`src/rtl/debug_wr_sequencer_if.sv`:
```
// Bus bundle for debug_wr_sequencer: core-side push port plus the AXI-lite write channels
// toward the debug slave. The master modport is the sequencer's view; the slave modport is
// the view of whatever sits on the other side (core hook and debug slave together).
interface debug_wr_sequencer_if;
  logic        push_valid;
  logic        push_ready;
  logic [1:0]  push_kind;
  logic [7:0]  push_data;
  logic [31:0] awaddr;
  logic        awvalid;
  logic        awready;
  logic [63:0] wdata;
  logic [7:0]  wstrb;
  logic        wvalid;
  logic        wready;
  logic [1:0]  bresp;
  logic        bvalid;
  logic        bready;

  modport master (
    input  push_valid, push_kind, push_data, awready, wready, bresp, bvalid,
    output push_ready, awaddr, awvalid, wdata, wstrb, wvalid, bready
  );

  modport slave (
    output push_valid, push_kind, push_data, awready, wready, bresp, bvalid,
    input  push_ready, awaddr, awvalid, wdata, wstrb, wvalid, bready
  );
endinterface

```
`src/rtl/debug_wr_sequencer.sv`:
```
// debug_wr_sequencer: buffers debug-peripheral requests (UART char, timer start/stop,
// finish) in a FIFO and issues them one at a time as AXI-lite writes (AW and W together).
// Optional watchdog on a stuck transaction is enabled by defining DBG_SEQ_TIMEOUT_EN.
module debug_wr_sequencer #(
  parameter int unsigned FIFO_DEPTH  = 8,
  parameter logic [31:0] BASE_ADDR   = 32'h2000_0000,
  parameter int unsigned TIMEOUT_CYC = 1024
) (
  input  logic                 clk,
  input  logic                 rst,
  debug_wr_sequencer_if.master bus,
  output logic                 busy,
  output logic                 done,
  output logic                 err,
  input  logic                 err_clr,
  output logic [15:0]          sent_cnt,
  output logic                 timeout
);

  localparam int unsigned PtrW = (FIFO_DEPTH > 1) ? $clog2(FIFO_DEPTH) : 1;
  localparam int unsigned CntW = PtrW + 1;

  typedef struct packed {
    logic [1:0] kind;
    logic [7:0] data;
  } req_t;

  typedef enum logic [1:0] {StIdle, StReq, StResp} state_e;

  req_t            mem_q [FIFO_DEPTH];
  req_t            mem_d [FIFO_DEPTH];
  logic [PtrW-1:0] wr_ptr_q, wr_ptr_d;
  logic [PtrW-1:0] rd_ptr_q, rd_ptr_d;
  logic [CntW-1:0] count_q, count_d;
  logic            push_ready_q, push_ready_d;
  state_e          state_q, state_d;
  logic [31:0]     awaddr_q, awaddr_d;
  logic            awvalid_q, awvalid_d;
  logic [63:0]     wdata_q, wdata_d;
  logic [7:0]      wstrb_q, wstrb_d;
  logic            wvalid_q, wvalid_d;
  logic            bready_q, bready_d;
  logic [1:0]      kind_q, kind_d;
  logic            done_q, done_d;
  logic            err_q, err_d;
  logic [15:0]     sent_cnt_q, sent_cnt_d;

  logic            push_fire;
  logic            pop;
  logic            bresp_err;
  logic            tmo_set;
  logic            timeout_q;
  req_t            head;

  assign head = mem_q[rd_ptr_q];

  // FIFO bookkeeping, pop/load of holding registers and the write FSM.
  always_comb begin
    mem_d        = mem_q;
    wr_ptr_d     = wr_ptr_q;
    rd_ptr_d     = rd_ptr_q;
    count_d      = count_q;
    state_d      = state_q;
    awaddr_d     = awaddr_q;
    awvalid_d    = awvalid_q;
    wdata_d      = wdata_q;
    wstrb_d      = wstrb_q;
    wvalid_d     = wvalid_q;
    bready_d     = bready_q;
    kind_d       = kind_q;
    done_d       = done_q;
    sent_cnt_d   = sent_cnt_q;
    bresp_err    = 1'b0;
    pop          = 1'b0;
    push_fire    = bus.push_valid & push_ready_q;

    unique case (state_q)
      StIdle: begin
        // DONE freezes the queue: entries stay but nothing more is issued.
        if ((count_q != '0) && !done_q) begin
          pop       = 1'b1;
          kind_d    = head.kind;
          awvalid_d = 1'b1;
          wvalid_d  = 1'b1;
          state_d   = StReq;
          unique case (head.kind)
            2'd0: begin
              awaddr_d = BASE_ADDR;
              wdata_d  = {56'b0, head.data};
              wstrb_d  = 8'h01;
            end
            2'd1: begin
              awaddr_d = BASE_ADDR + 32'd8;
              wdata_d  = 64'd1;
              wstrb_d  = 8'hFF;
            end
            2'd2: begin
              awaddr_d = BASE_ADDR + 32'd8;
              wdata_d  = 64'd0;
              wstrb_d  = 8'hFF;
            end
            default: begin
              awaddr_d = BASE_ADDR + 32'd16;
              wdata_d  = 64'd1;
              wstrb_d  = 8'hFF;
            end
          endcase
        end
      end
      StReq: begin
        // AW and W handshakes complete independently, in either order.
        if (awvalid_q && bus.awready) awvalid_d = 1'b0;
        if (wvalid_q && bus.wready)   wvalid_d  = 1'b0;
        if (!awvalid_d && !wvalid_d) begin
          state_d  = StResp;
          bready_d = 1'b1;
        end
      end
      StResp: begin
        if (bus.bvalid) begin
          sent_cnt_d = sent_cnt_q + 16'd1;
          bresp_err  = (bus.bresp != 2'b00);
          if (kind_q == 2'd3) done_d = 1'b1;
          bready_d   = 1'b0;
          state_d    = StIdle;
        end
      end
      default: state_d = StIdle;
    endcase

    if (push_fire) begin
      mem_d[wr_ptr_q] = '{kind: bus.push_kind, data: bus.push_data};
      wr_ptr_d        = wr_ptr_q + PtrW'(1);
    end
    if (pop) rd_ptr_d = rd_ptr_q + PtrW'(1);

    unique case ({push_fire, pop})
      2'b10:   count_d = count_q + CntW'(1);
      2'b01:   count_d = count_q - CntW'(1);
      default: count_d = count_q;
    endcase

    // Registered ready reflects next-cycle fullness, so a freed slot is offered one cycle later.
    push_ready_d = (count_d != CntW'(FIFO_DEPTH));
  end

`ifdef DBG_SEQ_TIMEOUT_EN
  localparam int unsigned TmoW = $clog2(TIMEOUT_CYC + 1);

  logic [TmoW-1:0] wd_cnt_q, wd_cnt_d;
  logic            timeout_d;

  // Watchdog counts cycles spent in REQ/RESP; it only flags, the transaction carries on.
  always_comb begin
    wd_cnt_d = wd_cnt_q;
    tmo_set  = 1'b0;
    if ((state_q == StIdle) || (state_d == StIdle)) begin
      wd_cnt_d = '0;
    end else if (wd_cnt_q != TmoW'(TIMEOUT_CYC)) begin
      wd_cnt_d = wd_cnt_q + TmoW'(1);
      tmo_set  = (wd_cnt_d == TmoW'(TIMEOUT_CYC));
    end
    timeout_d = tmo_set ? 1'b1 : (err_clr ? 1'b0 : timeout_q);
  end

  // Watchdog state.
  always_ff @(posedge clk or posedge rst) begin
    if (rst) begin
      wd_cnt_q  <= '0;
      timeout_q <= 1'b0;
    end else begin
      wd_cnt_q  <= wd_cnt_d;
      timeout_q <= timeout_d;
    end
  end
`else
  assign tmo_set   = 1'b0;
  assign timeout_q = 1'b0;
`endif

  // Sticky error: a new error in the same cycle as err_clr wins.
  always_comb begin
    err_d = (bresp_err || tmo_set) ? 1'b1 : (err_clr ? 1'b0 : err_q);
  end

  // All sequencer state; reset abandons any in-flight write.
  always_ff @(posedge clk or posedge rst) begin
    if (rst) begin
      for (int i = 0; i < int'(FIFO_DEPTH); i++) mem_q[i] <= '0;
      wr_ptr_q     <= '0;
      rd_ptr_q     <= '0;
      count_q      <= '0;
      push_ready_q <= 1'b0;
      state_q      <= StIdle;
      awaddr_q     <= '0;
      awvalid_q    <= 1'b0;
      wdata_q      <= '0;
      wstrb_q      <= '0;
      wvalid_q     <= 1'b0;
      bready_q     <= 1'b0;
      kind_q       <= '0;
      done_q       <= 1'b0;
      err_q        <= 1'b0;
      sent_cnt_q   <= '0;
    end else begin
      mem_q        <= mem_d;
      wr_ptr_q     <= wr_ptr_d;
      rd_ptr_q     <= rd_ptr_d;
      count_q      <= count_d;
      push_ready_q <= push_ready_d;
      state_q      <= state_d;
      awaddr_q     <= awaddr_d;
      awvalid_q    <= awvalid_d;
      wdata_q      <= wdata_d;
      wstrb_q      <= wstrb_d;
      wvalid_q     <= wvalid_d;
      bready_q     <= bready_d;
      kind_q       <= kind_d;
      done_q       <= done_d;
      err_q        <= err_d;
      sent_cnt_q   <= sent_cnt_d;
    end
  end

  assign bus.push_ready = push_ready_q;
  assign bus.awaddr     = awaddr_q;
  assign bus.awvalid    = awvalid_q;
  assign bus.wdata      = wdata_q;
  assign bus.wstrb      = wstrb_q;
  assign bus.wvalid     = wvalid_q;
  assign bus.bready     = bready_q;
  assign busy           = (count_q != '0) || (state_q != StIdle);
  assign done           = done_q;
  assign err            = err_q;
  assign sent_cnt       = sent_cnt_q;
  assign timeout        = timeout_q;

endmodule

```
`src/flat_wrapper.sv`:
```
// flat-port wrapper written by rule: the top's interface ports become plain ports
module debug_wr_sequencer_flat 
#(
  parameter int unsigned FIFO_DEPTH  = 8,
  parameter logic [31:0] BASE_ADDR   = 32'h2000_0000,
  parameter int unsigned TIMEOUT_CYC = 1024
)
  (clk, rst, busy, done, err, err_clr, sent_cnt, timeout, bus_push_valid, bus_push_kind, bus_push_data, bus_awready, bus_wready, bus_bresp, bus_bvalid, bus_push_ready, bus_awaddr, bus_awvalid, bus_wdata, bus_wstrb, bus_wvalid, bus_bready);
  debug_wr_sequencer_if bus_i ();
  input  logic clk;
  input  logic rst;
  output logic busy;
  output logic done;
  output logic err;
  input  logic err_clr;
  output logic [15:0] sent_cnt;
  output logic timeout;
  input wire logic [$bits(bus_i.push_valid)-1:0] bus_push_valid;
  input wire logic [$bits(bus_i.push_kind)-1:0] bus_push_kind;
  input wire logic [$bits(bus_i.push_data)-1:0] bus_push_data;
  input wire logic [$bits(bus_i.awready)-1:0] bus_awready;
  input wire logic [$bits(bus_i.wready)-1:0] bus_wready;
  input wire logic [$bits(bus_i.bresp)-1:0] bus_bresp;
  input wire logic [$bits(bus_i.bvalid)-1:0] bus_bvalid;
  output wire logic [$bits(bus_i.push_ready)-1:0] bus_push_ready;
  output wire logic [$bits(bus_i.awaddr)-1:0] bus_awaddr;
  output wire logic [$bits(bus_i.awvalid)-1:0] bus_awvalid;
  output wire logic [$bits(bus_i.wdata)-1:0] bus_wdata;
  output wire logic [$bits(bus_i.wstrb)-1:0] bus_wstrb;
  output wire logic [$bits(bus_i.wvalid)-1:0] bus_wvalid;
  output wire logic [$bits(bus_i.bready)-1:0] bus_bready;
  assign bus_i.push_valid = bus_push_valid;
  assign bus_i.push_kind = bus_push_kind;
  assign bus_i.push_data = bus_push_data;
  assign bus_i.awready = bus_awready;
  assign bus_i.wready = bus_wready;
  assign bus_i.bresp = bus_bresp;
  assign bus_i.bvalid = bus_bvalid;
  assign bus_push_ready = bus_i.push_ready;
  assign bus_awaddr = bus_i.awaddr;
  assign bus_awvalid = bus_i.awvalid;
  assign bus_wdata = bus_i.wdata;
  assign bus_wstrb = bus_i.wstrb;
  assign bus_wvalid = bus_i.wvalid;
  assign bus_bready = bus_i.bready;
  debug_wr_sequencer #(.FIFO_DEPTH(FIFO_DEPTH), .BASE_ADDR(BASE_ADDR), .TIMEOUT_CYC(TIMEOUT_CYC)) u_core (.clk(clk), .rst(rst), .bus(bus_i), .busy(busy), .done(done), .err(err), .err_clr(err_clr), .sent_cnt(sent_cnt), .timeout(timeout));
endmodule
```
`config.mk`:
```
export PLATFORM = sky130hd
export DESIGN_NAME = debug_wr_sequencer_flat
export DESIGN_NICKNAME = d
export VERILOG_FILES = /design/src/rtl/debug_wr_sequencer_if.sv /design/src/rtl/debug_wr_sequencer.sv /design/src/flat_wrapper.sv
export SDC_FILE = /design/constraint.sdc
export NUM_CORES = 1
export LEC_CHECK = 0
export ABC_CLOCK_PERIOD_IN_PS = 6000
export CORE_MARGIN = 2
export CORE_UTILIZATION = 50
export DETAILED_ROUTE_END_ITERATION = 12
export GPL_ROUTABILITY_DRIVEN = 0
export GPL_TIMING_DRIVEN = 0
export PLACE_DENSITY = 0.79
export SYNTH_ARGS = -nofsm -noshare
export SYNTH_HDL_FRONTEND = slang
export SYNTH_SLANG_ARGS = --single-unit
export TNS_END_PERCENT = 100
```
`constraint.sdc`:
```
create_clock -name clk -period 6 [get_ports clk]
set_input_delay 1.2 -clock clk [delete_from_list [all_inputs] [get_ports clk]]
set_output_delay 1.2 -clock clk [all_outputs]
set_load 0.01 [all_outputs]
```
* Word-level counts from Yosys, hierarchy flattened
Cells that the tools add are included.
** Cells by class
- Add/sub/neg operators :: 5
- $lt $le $gt $ge :: 3
- Equality and inequality tests :: 11
- Muxes and demuxes :: 30
- Bitwise operators :: 3
- Reductions and logical operators :: 24
** Operators with widths (count)
- 80-bit bitwise mux :: 1
- 10-bit binary-select mux with 3-bit select :: 1
- 10-bit demux with 3-bit select :: 1
- 10-bit two-way mux :: 3
- 16-bit by 1-bit adder with 16-bit output (second input constant) :: 1
- 8-bit one-hot mux with 2 select lines :: 1
- 1-bit two-way mux :: 13
- 5-bit one-hot mux with 2 select lines :: 1
- 2-bit nonzero test :: 5
- 3-bit AND reduction :: 3
- 2-bit equality test (second input constant) :: 4
- 4-bit >= comparator (second input constant) :: 2
- 8-bit two-way mux :: 1
- 3-bit NOT with 4-bit output :: 2
- 4-bit one-hot mux with 2 select lines :: 1
- 3-bit by 1-bit adder with 3-bit output (second input constant) :: 2
- 2-bit by 1-bit equality test with 1-bit output (second input constant) :: 3
- 2-bit two-way mux :: 3
- 1-bit one-hot mux with 2 select lines :: 3
- 2-bit one-hot mux with 3 select lines :: 1
- 2-bit AND reduction :: 3
- 1-bit logical AND :: 5
- 4-bit by 1-bit adder with 4-bit output (second input constant) :: 1
- 2-bit logical NOT :: 2
- 10 further kinds :: 13
** Word-level totals
- Flip-flop bits (word level) :: 220
- Input port bits :: 19
- Output and inout port bits :: 128
- Logic and storage cells :: 107

* Logic depth before layout (Yosys ltp)
- Word-level depth :: 7
- Depth in mapped cells :: 12
- Mapped depth without buffers :: 10

* Least setup slack after synthesis
Ideal clock, no wire load.
- Path type :: in2reg
- Start :: input port bus_push_valid
- End :: register u_core.push_ready_q, in the netlist u_core.bus.push_ready
- Library setup time :: 135 ps
- Arrival time :: 2921 ps
- Data required time :: 5865 ps
- Path slack :: 2944 ps
- Cell stages on the path :: 11
- Path buffers :: 2
- Cell sequence :: and2_1 -> clkbuf_1 -> or3_1 -> buf_6 -> xnor2_1 -> ha_1 -> a21oi_1 -> and2_1 -> mux2i_4 -> xor2_2 -> o211ai_1
** On the way
- Cells in the longest elaborated chain, start to end :: 4
- Elaborated cells between the ends (all ways) :: 5
- Those cells by class :: 3 x eq/ne; 1 x mux; 1 x bitwise
** Ends and longest elaborated chain
- from (decl) :: RTL line flat_wrapper.sv:18 : input wire logic [$bits(bus_i.push_valid)-1:0] bus_push_valid;
- 1-bit bitwise AND (*) :: RTL line debug_wr_sequencer.sv:75 : push_fire = bus.push_valid & push_ready_q;
- 2-bit by 1-bit equality test with 1-bit output / 2-bit equality test (equally long branches) :: RTL line debug_wr_sequencer.sv:137 : unique case ({push_fire, pop})
- 4-bit one-hot mux with 2 select lines (*) :: RTL line debug_wr_sequencer.sv:137
- 4-bit != test (*) :: RTL line debug_wr_sequencer.sv:144 : push_ready_d = (count_d != CntW'(FIFO_DEPTH));
- named net u_core.push_ready_d :: RTL line debug_wr_sequencer.sv:35 : logic push_ready_q, push_ready_d;
- to (signal assigned) :: RTL line debug_wr_sequencer.sv:210 : push_ready_q <= push_ready_d;
- to (decl) :: RTL line debug_wr_sequencer.sv:35
Mark *: on every way through the listed nets, which the timed path passes. The rest lies on a longest branch.
A chain may end at the register's enable or synchronous reset.

* Worst setup path after layout
- Start :: input port bus_push_valid
- End :: register u_core.mem_q[32] (netlist bit)
** On the way
- Cells in the longest elaborated chain, start to end :: 1
** Ends and longest elaborated chain
- 1-bit bitwise AND :: RTL line debug_wr_sequencer.sv:75
- to (signal assigned) :: RTL line debug_wr_sequencer.sv:206 : mem_q <= mem_d;
- to (decl) :: RTL line debug_wr_sequencer.sv:30 : req_t mem_q [FIFO_DEPTH];
No other way between the ends.

==> results.md <==
* Crit-path max FO at 10
* Post-Syn Area per Cell at between 10 and 15 µm²
* Global-route wire length before repair at 22,300 µm
* Hold path depth at 2
* Boundary Pins at approximately 150
* Routed Antenna Nets at 0
* CTS root buffer: clkbuf_16
* Kind of cell adding the most delay to the critical path: simple AND/OR/NAND/NOR gates
* Initial antenna violation count at 0
* Ys async rst share at 1.00
* Area contributors post-synth: dfrtp_1 49%, mux2_2 15%, buf_4 11%
* Clock Path Buffers at 2
* Worst-Skew Late Latency at just over 0.4 ns
* Setup crit end kind: flop
* Max-cap viol count at 0
* R2r setup slk at 3.11 ns
* Worst slack, placed at roughly 2.3 ns
* H-tree depth at 4
* Layout cells sized above 1 at 0.361
* Post-DP Area at between 7000 and 8000 µm²
* Final WL at approximately 14,000 µm
* Final setup margin at 2.70 ns
* Yosys warns at 0
* Max frequency at around 300 MHz
* HP Class: reg2reg
* VDD IR max at about 330 µV
* Crit path kind: in2reg
* # Post-CTS Setup Buffers at 0
* TritonRoute pass-1 iters at 4
* Levels on crit path at 6
* Mapped Area at between 6000 and 7000 µm²
* Max-slew violation count at 0
* Chip Width at roughly 120 µm
* WP buf/inv at 3
* Post-Syn Instances at between 500 and 600
* Number of port buffers at 60
* Tightest Pin Transition at roughly 1.2 ns
* # resized after CTS at 0
* Tmin final at 3.30 ns
* Final critical-path share of the clock period at 0.550
* Worst r2r path cells at 12
* Clock skew at 0.00711 ns
* M1 WL at ~5700 µm
* Num CTS Buffers at 17
* Ant. Diodes at 0
* Initial core utilization at 0.514
* Global route overflow at 0
* CTS tree: built
* Vias in the first global route at approximately 4,300
* EDFF count, synth at 0
* DR vias/cell at roughly 5
* Cell chain of the critical path: clkdlybuf4s50_1 > and2_1 > clkbuf_1 > inv_2 > nor3_2 > mux2_2
* Count leader, synth: dfrtp_1
* Crit-path max cell delay at 0.96 ns
* Core Box Area at 12,700 µm²
* Met3 WL post-DR at between 900 and 1000 µm
* Pwr Total at 4.33 mW
* Worst EP arrival at 3.59 ns
* Largest net degree at the start of global routing at between 100 and 150
* Clk sinks at approximately 130
* Pwr dens at 517 nW/µm²
* Nets at ~700
* Worst slew margin at 0.206
* Commonest cells in the netlist: 128 x dfrtp_1, 93 x buf_4, 84 x mux2_2, 38 x nand2_1, 20 x mux4_2
* Netlist cell types at 46
* Die footprint at approximately 14,000 µm²
* Hold buffers post-CTS at 0
* Chip height at 118 µm
* Top cell type's share of synthesized area at 0.492
* Slowest library cell on the worst path: nor3_2
* Synth-to-layout area growth at 28.6%
* Highest metal used: met4
* Final Hold Vio Count at 0
* Wire per inst at between 15 and 20 µm
* Outcome: finished, final reports clean
* Post-DP HPWL at between 9000 and 10,000 µm
* FF+latch count, synth at roughly 130
* Leakage power at just under 4 nW
* GRT Total Usage at 0.206
* Synth area leader: dfrtp_1
* Vias post-DR at between 4,000 and 5,000
* Met2 wire len at between 7000 and 8000 µm
* Setup TNS at 0 ns
* Top FF cell, synth: dfrtp_1
* DRC at 0
* # setup viols final at 0
* CP required at around 6.3 ns
* Post-layout util at 0.661
* Drt initial violations at 254
* Seq/Total Area, Yosys at 0.492
* CP Launch Type: input port
* RSZ-0062 raised after global routing: no
* Final Cell Area at 8370 µm²
* Clock Pin Slew Worst Setup and Hold Paths at about 0.060 ns
* FP Rows at 41
==> logic make-up (layout without fill, tap and decap cells) <==
| family | count (synthesis) | in the layout | share of synthesized area |
|---|---|---|---|
| buffers and inverters | 125 | 218 | 0.129 |
| adders and majority gates | 8 | 8 | 0.0154 |
| other | 1 | 86 | 0.000576 |
| muxes | 115 | 115 | 0.233 |
| AOI/OAI and AO/OA | 29 | 29 | 0.0275 |
| DFF | 128 | 128 | 0.492 |
| xor gates and xnor gates | 23 | 23 | 0.0321 |
| and+or+nand+nor | 89 | 89 | 0.0701 |
==> placed cells by master, fill, tap and decap left out, types with 3 or more instances in the layout <==
cell type and count:
dfrtp_1 128, buf_4 93, conb_1 86, mux2_2 84, clkdlybuf4s50_1 60, nand2_1 38, mux4_2 20, xnor2_1 17
clkbuf_16 17, inv_1 13, nor2_1 12, clkbuf_1 10, mux2i_1 10, o21ai_0 10, ha_1 8, buf_2 7
bufinv_16 7, nand3_1 6, xor2_1 5, o22ai_1 5, nand4_1 4, nor3_1 4, a21oi_1 4, and2_1 3
nor2_2 3, or3_1 3, nand2b_1 3, nor3_2 3, clkinv_2 3
==> path summary, 6_finish.rpt <==
| path | startpoint | endpoint |
|---|---|---|
| max | bus_push_valid | u_core.mem_q[32] |
| max in group asynchronous | rst | u_core.mem_q[59] |
| min in group asynchronous | rst | u_core.sent_cnt[9] |
| min | u_core.bus.awaddr[4] | u_core.bus.awaddr[4] |
| min reg2reg | u_core.bus.awaddr[4] | u_core.bus.awaddr[4] |
| max reg2reg | u_core.count_q[0] | u_core.bus.push_ready |
==> area by class of cell <==
type,count,area [µm²]
fill,895,4300
sequential,128,3200
multi-input combinational,350,2790
buffer,110,786
timing repair buffer,61,628
clock buffer,21,460
clock inverter,11,233
tap,172,215
inverter,15,61.3
==> through the flow <==
step	hold slack, ns	instances
6_report	0.477	868
2_1_floorplan	0.474	603
3_5_place_dp	0.465	836
5_1_grt	0.501	868
3_3_place_gp	0.462	835
4_1_cts	0.482	868
==> power by group <==
group	switching, mW	internal (mW)	total (mW)
registers	0.232	1.24	1.47
clock network	0.368	0.841	1.21
logic	0.742	0.903	1.65
==> per-layer routing <==
metal  vias up  track usage
li1       1948            -
met1      2111        0.243
met2       157        0.360
met3        18       0.0596
met4         0       0.0663
met5         -            0
==> registers in the layout (all words and copies together) (netlist names), 3 cells and up <==
register / count
u_core.wr_ptr_q: 3
u_core.mem_q: 80
u_core.bus.wdata: 8
u_core.sent_cnt: 16
u_core.count_q: 4
u_core.rd_ptr_q: 3
==> tightest hold or removal path, cell delays in order, from the launching register on <==
cell	delay, ns
dfrtp_1	0.34
nand2_1	0.05
nand2_1	0.05
Note: power is estimated with default switching activity, not from simulation.
